## src/rtl/inst_prefetch_unit.sv

```systemverilog
// Prefetching instruction-fetch front end: keeps several memory requests in flight and queues
// returned words with their PCs for the decoder; a redirect flushes queued and in-flight words.
module inst_prefetch_unit #(
    parameter logic [31:0] RESET_PC        = 32'h0,
    parameter int unsigned FIFO_DEPTH      = 4,
    parameter int unsigned MAX_OUTSTANDING = 2
) (
    input  logic        clk,
    input  logic        rst,
    output logic [31:0] PC,
    output logic        Inst_Req_Valid,
    input  logic        Inst_Req_Ready,
    input  logic [31:0] Instruction,
    input  logic        Inst_Valid,
    output logic        Inst_Ready,
    output logic        fetch_valid,
    input  logic        fetch_ready,
    output logic [31:0] fetch_inst,
    output logic [31:0] fetch_pc,
    input  logic        redirect_valid,
    input  logic [31:0] redirect_pc,
    output logic [31:0] perf_req_cnt,
    output logic [31:0] perf_discard_cnt,
    output logic [31:0] perf_starve_cnt
);
    localparam int unsigned PtrW = $clog2(FIFO_DEPTH);
    localparam int unsigned CntW = $clog2(FIFO_DEPTH + 1);
    localparam int unsigned OutW = $clog2(MAX_OUTSTANDING + 1);

    logic [31:0]     issue_pc_q, issue_pc_d, resp_pc_q, resp_pc_d;
    logic [OutW-1:0] outstanding_q, outstanding_d, stale_q, stale_d, live_cnt;
    logic            hold_q, hold_d, hold_stale_q, hold_stale_d;
    logic [31:0]     hold_pc_q, hold_pc_d;
    logic [PtrW-1:0] rd_ptr_q, rd_ptr_d, wr_ptr_q, wr_ptr_d;
    logic [CntW-1:0] count_q, count_d;
    logic [31:0]     req_cnt_q, req_cnt_d, disc_cnt_q, disc_cnt_d, starve_cnt_q, starve_cnt_d;
    logic [31:0]     fifo_pc   [FIFO_DEPTH];
    logic [31:0]     fifo_inst [FIFO_DEPTH];
    logic            can_issue, req_acc, rsp_acc, drop, push, pop;

    // Space check counts live in-flight words so a live response always finds a FIFO slot.
    assign live_cnt  = outstanding_q - stale_q;
    assign can_issue = !redirect_valid && (32'(outstanding_q) < MAX_OUTSTANDING) &&
                       (32'(count_q) + 32'(live_cnt) < FIFO_DEPTH);

    assign Inst_Req_Valid = !rst && (hold_q || can_issue);
    assign PC             = hold_q ? hold_pc_q : issue_pc_q;
    assign Inst_Ready     = !rst && (outstanding_q != '0);
    assign fetch_valid    = !rst && (count_q != '0);
    assign fetch_inst     = fetch_valid ? fifo_inst[rd_ptr_q] : '0;
    assign fetch_pc       = fetch_valid ? fifo_pc[rd_ptr_q] : '0;

    assign req_acc = Inst_Req_Valid && Inst_Req_Ready;
    assign rsp_acc = Inst_Valid && Inst_Ready;
    assign drop    = rsp_acc && ((stale_q != '0) || redirect_valid);
    assign push    = rsp_acc && !drop;
    assign pop     = fetch_valid && fetch_ready;

    assign perf_req_cnt     = req_cnt_q;
    assign perf_discard_cnt = disc_cnt_q;
    assign perf_starve_cnt  = starve_cnt_q;

    always_comb begin
        outstanding_d = outstanding_q + OutW'(req_acc) - OutW'(rsp_acc);
        stale_d       = stale_q + OutW'(req_acc && hold_q && hold_stale_q)
                                - OutW'(drop && (stale_q != '0));
        issue_pc_d    = issue_pc_q;
        resp_pc_d     = resp_pc_q;
        hold_d        = hold_q;
        hold_pc_d     = hold_pc_q;
        hold_stale_d  = hold_stale_q;
        rd_ptr_d      = rd_ptr_q + PtrW'(pop);
        wr_ptr_d      = wr_ptr_q + PtrW'(push);
        count_d       = count_q + CntW'(push) - CntW'(pop);
        req_cnt_d     = req_cnt_q + 32'(req_acc);
        disc_cnt_d    = disc_cnt_q + 32'(drop);
        starve_cnt_d  = starve_cnt_q + 32'(fetch_ready && !fetch_valid);

        if (req_acc) begin
            hold_d       = 1'b0;
            hold_stale_d = 1'b0;
            if (!(hold_q && hold_stale_q)) begin
                issue_pc_d = issue_pc_q + 32'd4;
            end
        end else if (Inst_Req_Valid && !hold_q) begin
            hold_d       = 1'b1;
            hold_pc_d    = PC;
            hold_stale_d = 1'b0;
        end

        if (push) begin
            resp_pc_d = resp_pc_q + 32'd4;
        end

        // Everything in flight after this edge, including a held request, is wrong-path.
        if (redirect_valid) begin
            issue_pc_d   = redirect_pc & 32'hFFFF_FFFC;
            resp_pc_d    = redirect_pc & 32'hFFFF_FFFC;
            stale_d      = outstanding_d;
            hold_stale_d = hold_d;
            rd_ptr_d     = '0;
            wr_ptr_d     = '0;
            count_d      = '0;
        end
    end

    always_ff @(posedge clk) begin
        if (rst) begin
            issue_pc_q    <= RESET_PC;
            resp_pc_q     <= RESET_PC;
            outstanding_q <= '0;
            stale_q       <= '0;
            hold_q        <= 1'b0;
            hold_pc_q     <= '0;
            hold_stale_q  <= 1'b0;
            rd_ptr_q      <= '0;
            wr_ptr_q      <= '0;
            count_q       <= '0;
            req_cnt_q     <= '0;
            disc_cnt_q    <= '0;
            starve_cnt_q  <= '0;
        end else begin
            issue_pc_q    <= issue_pc_d;
            resp_pc_q     <= resp_pc_d;
            outstanding_q <= outstanding_d;
            stale_q       <= stale_d;
            hold_q        <= hold_d;
            hold_pc_q     <= hold_pc_d;
            hold_stale_q  <= hold_stale_d;
            rd_ptr_q      <= rd_ptr_d;
            wr_ptr_q      <= wr_ptr_d;
            count_q       <= count_d;
            req_cnt_q     <= req_cnt_d;
            disc_cnt_q    <= disc_cnt_d;
            starve_cnt_q  <= starve_cnt_d;
        end
    end

    always_ff @(posedge clk) begin
        if (push) begin
            fifo_pc[wr_ptr_q]   <= resp_pc_q;
            fifo_inst[wr_ptr_q] <= Instruction;
        end
    end

endmodule

```

## config.mk

```make
export PLATFORM = sky130hd
export DESIGN_NAME = inst_prefetch_unit
export DESIGN_NICKNAME = d
export VERILOG_FILES = /design/src/rtl/inst_prefetch_unit.sv
export SDC_FILE = /design/constraint.sdc
export NUM_CORES = 1
export LEC_CHECK = 0
export ABC_AREA = 1
export CAP_MARGIN = 5
export CORE_MARGIN = 5
export CORE_UTILIZATION = 58
export CTS_BUF_LIST = sky130_fd_sc_hd__clkbuf_4 sky130_fd_sc_hd__clkbuf_8
export CTS_CLUSTER_SIZE = 24
export DETAILED_ROUTE_END_ITERATION = 8
export PLACE_DENSITY = 0.84
export SLEW_MARGIN = 20
export SYNTH_ARGS = -nofsm -noshare
export SYNTH_HDL_FRONTEND = slang
export SYNTH_SLANG_ARGS = --single-unit
```

## constraint.sdc

```tcl
create_clock -name clk -period 8.7 [get_ports clk]
set_input_delay 2.175 -clock clk [delete_from_list [all_inputs] [get_ports clk]]
set_output_delay 2.175 -clock clk [all_outputs]
set_load 0.02 [all_outputs]
```

==> results.yml, run 1 <==
status:
  status: "finished clean"
clock_network:
  clock-sinks: 449
  clockBufferDepth: 3
  cts_tree: "yes"
  ctsResizeCount: 0
  cts_root_buf: "clkbuf_8"
  clk_latency_ns: 0.63
  clkTransAtPathRegs_ns: 0.06
  postCtsSetupBuffers: 0
  htree_levels: 3
  cts-hold-fix-buffers: 0
  cts_made_buffers: 73
logic_synthesis:
  synth_area_leaders: "edfxtp_1 35%, dfxtp_1 19%, nand2_1 9.9%"
  ys_ff_latch: 449
  synthArstFlopShare: 0
  yosys.area.top_type: "edfxtp_1"
  syn_avg_cell_area_um2: 8.19
  synth-edff-count: 248
  synth_area_um2: 21400
  yosys_warnings: 0
  syn-instance-count: 2612
  synth.yosys.seq_area_share: 0.536
  post-synth-top-area-fraction: 0.348
  ys_types: 51
  ys.flop_type: "edfxtp_1"
min_path:
  hp-start: "hold_pc_q[29]"
  worstHoldPathType: "flop to flop"
  hold_end: "hold_pc_q[29]"
  min_path_cells: 2
drt:
  drcViolationCount: 0
  vias_per_cell: 5.60
  antenna_left: 0
  routed_wl_mm: 59.1
  wl_per_cell_um: 17.5
  drtIter0Drc: 1753
  drt_first_pass_iters: 6
  vias: 18900
setup_path:
  cp.arrival_ns: 4.41
  cp.required_ns: 6.53
  ff2ff_path_depth: 20
  crit_fanout: 64
  crit_path_start: "rst"
  crit_type: "input pin to output port"
  reg2reg_from: "outstanding_q[0]"
  start_kind: "input pin"
  rrSetupSlack_ns: 5.19
  worst_setup_path_end_kind: "output port"
  r2r-end: "perf_req_cnt[20]"
sta:
  slew_headroom: 0.257
  tightest_slew_ns: 1.11
  setup_ws_ns: 2.11
  final-hold-violation-count: 0
  skew_ns: 0.0198
  max_freq_ghz: 0.152
  final.setup.tns_ns: 0
  slew_violations: 0
  fin_crit_ns: 6.59
  setup_viol: 0
  finalCritPeriodShare: 0.757
  rsz0062_at_grt: "no"
run:
  cap_viol_max_count: 0
floorplanning:
  start_util: 0.586
  die_h_um: 202
  dieArea_um2: 40800
  core_um2: 36500
  io_pins: 265
  die_w_um: 202
  row_count: 70
power:
  power_density_nw_per_um2: 175
  p_leak_uw: 0.00907
  ir_drop_mv: 0.155
final_layout:
  num_antenna_cells: 0
  drive_gt1_frac: 0.0777
  areaGrowthSynthToFinish_pct: 20.5
  n_fill_cell: 2835
  layout.nets: 2942
global_route:
  antenna_found_initial: 2
  first_global_vias: 18300
  track_usage: 0.282
  grt_max_degree: 105
  grt_pass1_wl_mm: 94.3
  grt_remaining_overflow: 0
place:
  port_buffers: 260
  pre_cts_ws_ns: 2.15
  post-dp-hpwl_mm: 39.5
  place_congestion: 0.925
-- stage by stage --
step           cells  power [uW]  utilization  hold slack (ns)  area [um2]
3_5_place_dp    3247        2620        0.663            0.453       24200
2_1_floorplan   2613        2500            -            0.433       21400
3_3_place_gp    3247        2610        0.663            0.446       24200
4_1_cts         3378        4550        0.706            0.463       25800
5_1_grt         3378        4680        0.706            0.482       25800
6_report        3378        4520        0.706            0.460       25800
-- synthesized netlist by cell type (5+ instances only) --
| cell type | n |
|---|---|
| o21ai_0 | 198 |
| nand2_2 | 8 |
| nor2_1 | 482 |
| nand3_2 | 7 |
| o21ai_1 | 12 |
| ha_1 | 17 |
| nand4_1 | 30 |
| inv_2 | 18 |
| buf_4 | 8 |
| nor2_2 | 16 |
| buf_1 | 12 |
| or2_0 | 19 |
| nor2_4 | 7 |
| nand3b_1 | 21 |
| edfxtp_1 | 248 |
| clkbuf_1 | 59 |
| xnor2_1 | 16 |
| a31oi_1 | 5 |
| nand3_1 | 134 |
| nor3_2 | 10 |
| nand2_1 | 567 |
| inv_1 | 190 |
| nor3_1 | 38 |
| xor2_1 | 21 |
| dfxtp_1 | 201 |
| buf_2 | 23 |
| a21oi_1 | 198 |
| nor3b_1 | 6 |
| buf_6 | 6 |
-- critical path: stages --
cell and delay, ns:
buf_4 0.55, inv_2 0.11, o31ai_4 0.08, buf_4 0.64, a21oi_1 0.18, clkdlybuf4s50_1 0.60
-- cell type report --
class | instances | area (um2) | area share
Clock buffer | 109 | 1360 | 0.0526
Sequential cell | 449 | 11500 | 0.445
Timing Repair Buffer | 274 | 2700 | 0.105
Tap cell | 468 | 586 | 0.0227
Clock inverter | 22 | 219 | 0.00849
Multi-Input combinational cell | 1847 | 8670 | 0.336
Inverter | 209 | 785 | 0.0304
-- cells by family after synthesis --
logic type	synth area share
buffers and inverters	0.0604
AND/OR/NAND/NOR	0.275
flip-flops	0.536
AO/OA/AOI/OAI	0.102
other	0.000175
XOR/XNOR	0.0151
adder cells (fa/ha/maj)	0.0109
-- where the power goes --
group / switching, uW / leakage, uW / internal, uW
sequential: 47.7 / 0.00388 / 2270
combinational: 164 / 0.00435 / 97.6
clock: 844 / 0.000834 / 1100
total: 1060 / 0.00907 / 3460
-- state kept, by name (all words and copies together) (netlist names), 3 cells and up --
name and cells:
issue_pc_q 30, perf_discard_cnt 32, fifo_pc 120, perf_starve_cnt 32, hold_pc_q 32, resp_pc_q 30
count_q 3, fifo_inst 128, perf_req_cnt 32
-- layer usage --
layer	up-vias	wire length, um	track usage
met5	-	27	0
met4	4	1500	0.0892
met3	121	5090	0.0566
met2	824	27400	0.455
met1	8843	25000	0.388
li1	9135	-	-
-- how the worst max path moves through the flow --
stage / endpoint / slack (ns) / depth (start not counted)
2_1_floorplan: fifo_inst[0][0] / 1.22 / 6
3_3_place_gp: fetch_inst[0] / 2.20 / 6
3_5_place_dp: fetch_inst[0] / 2.15 / 6
4_1_cts: fetch_inst[0] / 2.14 / 6
5_1_grt: fetch_inst[0] / 2.01 / 6
6_report: fetch_inst[0] / 2.11 / 6
-- placed cells by master, fill, tap and decap left out, drive strengths merged, types with 21 or more instances in the layout --
cell / n
or2: 22
nand3b: 21
nand4: 31
nand3: 143
edfxtp: 248
clkdlybuf4s50: 258
nor3: 49
nor2: 505
dfxtp: 201
inv: 211
a21oi: 198
clkbuf: 109
nand2: 577
o21ai: 210
xor2: 21
Power figures use the tool's default switching activity.
==> run 2: changes to the inputs <==
--- a/config.mk
+++ b/config.mk
@@ -8,11 +8,11 @@
 export ABC_AREA = 1
 export CAP_MARGIN = 5
 export CORE_MARGIN = 5
-export CORE_UTILIZATION = 58
+export CORE_UTILIZATION = 52
 export CTS_BUF_LIST = sky130_fd_sc_hd__clkbuf_4 sky130_fd_sc_hd__clkbuf_8
 export CTS_CLUSTER_SIZE = 24
 export DETAILED_ROUTE_END_ITERATION = 8
-export PLACE_DENSITY = 0.84
+export PLACE_DENSITY = 0.79
 export SLEW_MARGIN = 20
 export SYNTH_ARGS = -nofsm -noshare
 export SYNTH_HDL_FRONTEND = slang
==> constraint.sdc (replaced) <==
create_clock -name clk -period 5.6 [get_ports clk]
set_input_delay 1.4 -clock clk [delete_from_list [all_inputs] [get_ports clk]]
set_output_delay 1.4 -clock clk [all_outputs]
set_load 0.02 [all_outputs]
==> results.yml, run 2 (same netlist as run 1, synthesis figures left out) <==
status:
  status: "finished clean"
clock_network:
  cts_root_buf: "clkbuf_8"
  ctsResizeCount: 0
  clkTransAtPathRegs_ns: 0.06
  clockBufferDepth: 3
  cts-hold-fix-buffers: 0
  clk_latency_ns: 0.63
  postCtsSetupBuffers: 0
  cts_tree: "yes"
  cts_made_buffers: 75
  htree_levels: 3
  clock-sinks: 449
sta:
  finalCritPeriodShare: 0.850
  final-hold-violation-count: 0
  final.setup.tns_ns: 0
  slew_headroom: 0.354
  fin_crit_ns: 4.76
  slew_violations: 0
  rsz0062_at_grt: "no"
  max_freq_ghz: 0.210
  skew_ns: 0.0252
  setup_viol: 0
  tightest_slew_ns: 0.970
global_route:
  grt_remaining_overflow: 0
  first_global_vias: 18400
  grt_pass1_wl_mm: 94.3
  antenna_found_initial: 3
  track_usage: 0.259
  grt_max_degree: 78
setup_path:
  start_kind: "flop"
  cp.arrival_ns: 3.36
  rrSetupSlack_ns: 2.01
  crit_type: "flop to output port"
  crit_fanout: 76
  slowest_delay_ns: 0.74
  worst_setup_path_end_kind: "output port"
  ff2ff_path_depth: 15
  path_common_cell: "nor2_1"
  cp.required_ns: 4.20
  path_cells: "buf_4 -> nor2_1 -> nor2_1 -> o21ai_0 -> a21oi_1 -> clkdlybuf4s50_1"
  crit_path_top_delay_cell: "buf_4"
final_layout:
  final_common_cell: "nand2_1"
  n_fill_cell: 3354
  fin_util: 0.636
  top_register: "fifo_inst"
  drive_gt1_frac: 0.0802
  areaGrowthSynthToFinish_pct: 21.0
  final_design_area_no_fill_um2: 25900
  largest_reg_flops: 128
  fin_cells: 3450
  reg_top3: "fifo_inst (128), fifo_pc (120)"
  layout_common_cells: "567 x nand2_1, 482 x nor2_1, 258 x clkdlybuf4s50_1, 248 x edfxtp_1"
  layout.nets: 2947
  register_area_um2: 11500
  multiInputGateArea_um2: 8670
drt:
  drcViolationCount: 0
  antenna_left: 0
  drtIter0Drc: 1594
  wl_per_cell_um: 17.2
  drt_first_pass_iters: 6
  routed_wl_mm: 59.4
  vias_per_cell: 5.45
  vias: 18800
power:
  swShare: 0.235
  comb_power_share: 0.058
  ir_drop_mv: 0.240
  p_leak_uw: 0.00909
  p_int_uw: 5360
  clockPowerShare: 0.429
  power_density_nw_per_um2: 271
  pwr-share-seq: 0.513
  p_switching_uw: 1650
min_path:
  min_path_cells: 2
  worstHoldPathType: "flop to flop"
floorplanning:
  row_count: 74
  dieArea_um2: 45300
  die_w_um: 213
  start_util: 0.525
  die_h_um: 213
  io_pins: 265
  core_um2: 40700
place:
  placed_cells: 3314
  post-dp-hpwl_mm: 39.5
  port_buffers: 260
  place_congestion: 0.925
  placed_area_um2: 24300
run:
  cap_viol_max_count: 0
==> run 2: changes by cell type in the layout (fill, tap and decap cells not counted), sizes merged <==
cell,change
buf,+3
diode,+1
inv,-1
clkbuf,+3
clkinvlp,+3
bufinv,-1
==> run 2: critical path, delay by kind of cell (launching register included) <==
| kind | cells | cell delay [ns] |
|---|---|---|
| buf+inv | 2 | 1.39 |
| compound gates | 2 | 0.32 |
| flops | 1 | 0.72 |
| simple gates | 2 | 0.26 |
==> run 2: area by class of cell <==
cell class	instances	area share
clock inverter	23	0.00691
antenna	1	0.0000966
clock buffer	112	0.0537
multi-input combinational	1847	0.335
timing repair buffer	277	0.106
tap	532	0.0257
inverter	209	0.0303
sequential	449	0.443
==> run 2: per-layer routing <==
| metal | up-vias | part of all wire | global-route usage |
|---|---|---|---|
| met5 | - | 0.00044 | 0 |
| met1 | 8768 | 0.42 | 0.341 |
| met2 | 759 | 0.46 | 0.417 |
| met4 | 4 | 0.031 | 0.0984 |
| li1 | 9153 | - | - |
| met3 | 126 | 0.090 | 0.0630 |
==> run 2: worst paths after layout <==
kind / start / to
worst min-delay path: hold_pc_q[20] / hold_pc_q[20]
worst min register to register: hold_pc_q[20] / hold_pc_q[20]
worst max-delay path: rd_ptr_q[0] / fetch_inst[18]
worst max register to register: count_q[1] / perf_starve_cnt[16]
==> run 2: metrics by stage <==
stage                     setup WS [ns]  total power, uW  hold slack (ns)
after detailed placement           1.06             4060            0.454
final                             0.843             7020            0.464
after floorplan                   -1.10             3880            0.433
after CTS                         0.799             7080            0.462
after global placement             1.09             4050            0.447
after global routing              0.565             7290            0.473
==> run 2: power by group through the flow <==
stage / combinational, uW / clock (uW) / sequential (uW)
4_1_cts: 405 / 3090 / 3590
5_1_grt: 447 / 3250 / 3600
3_3_place_gp: 393 / 0 / 3660
6_report: 406 / 3010 / 3600
3_5_place_dp: 401 / 0 / 3660
2_1_floorplan: 246 / 0 / 3640
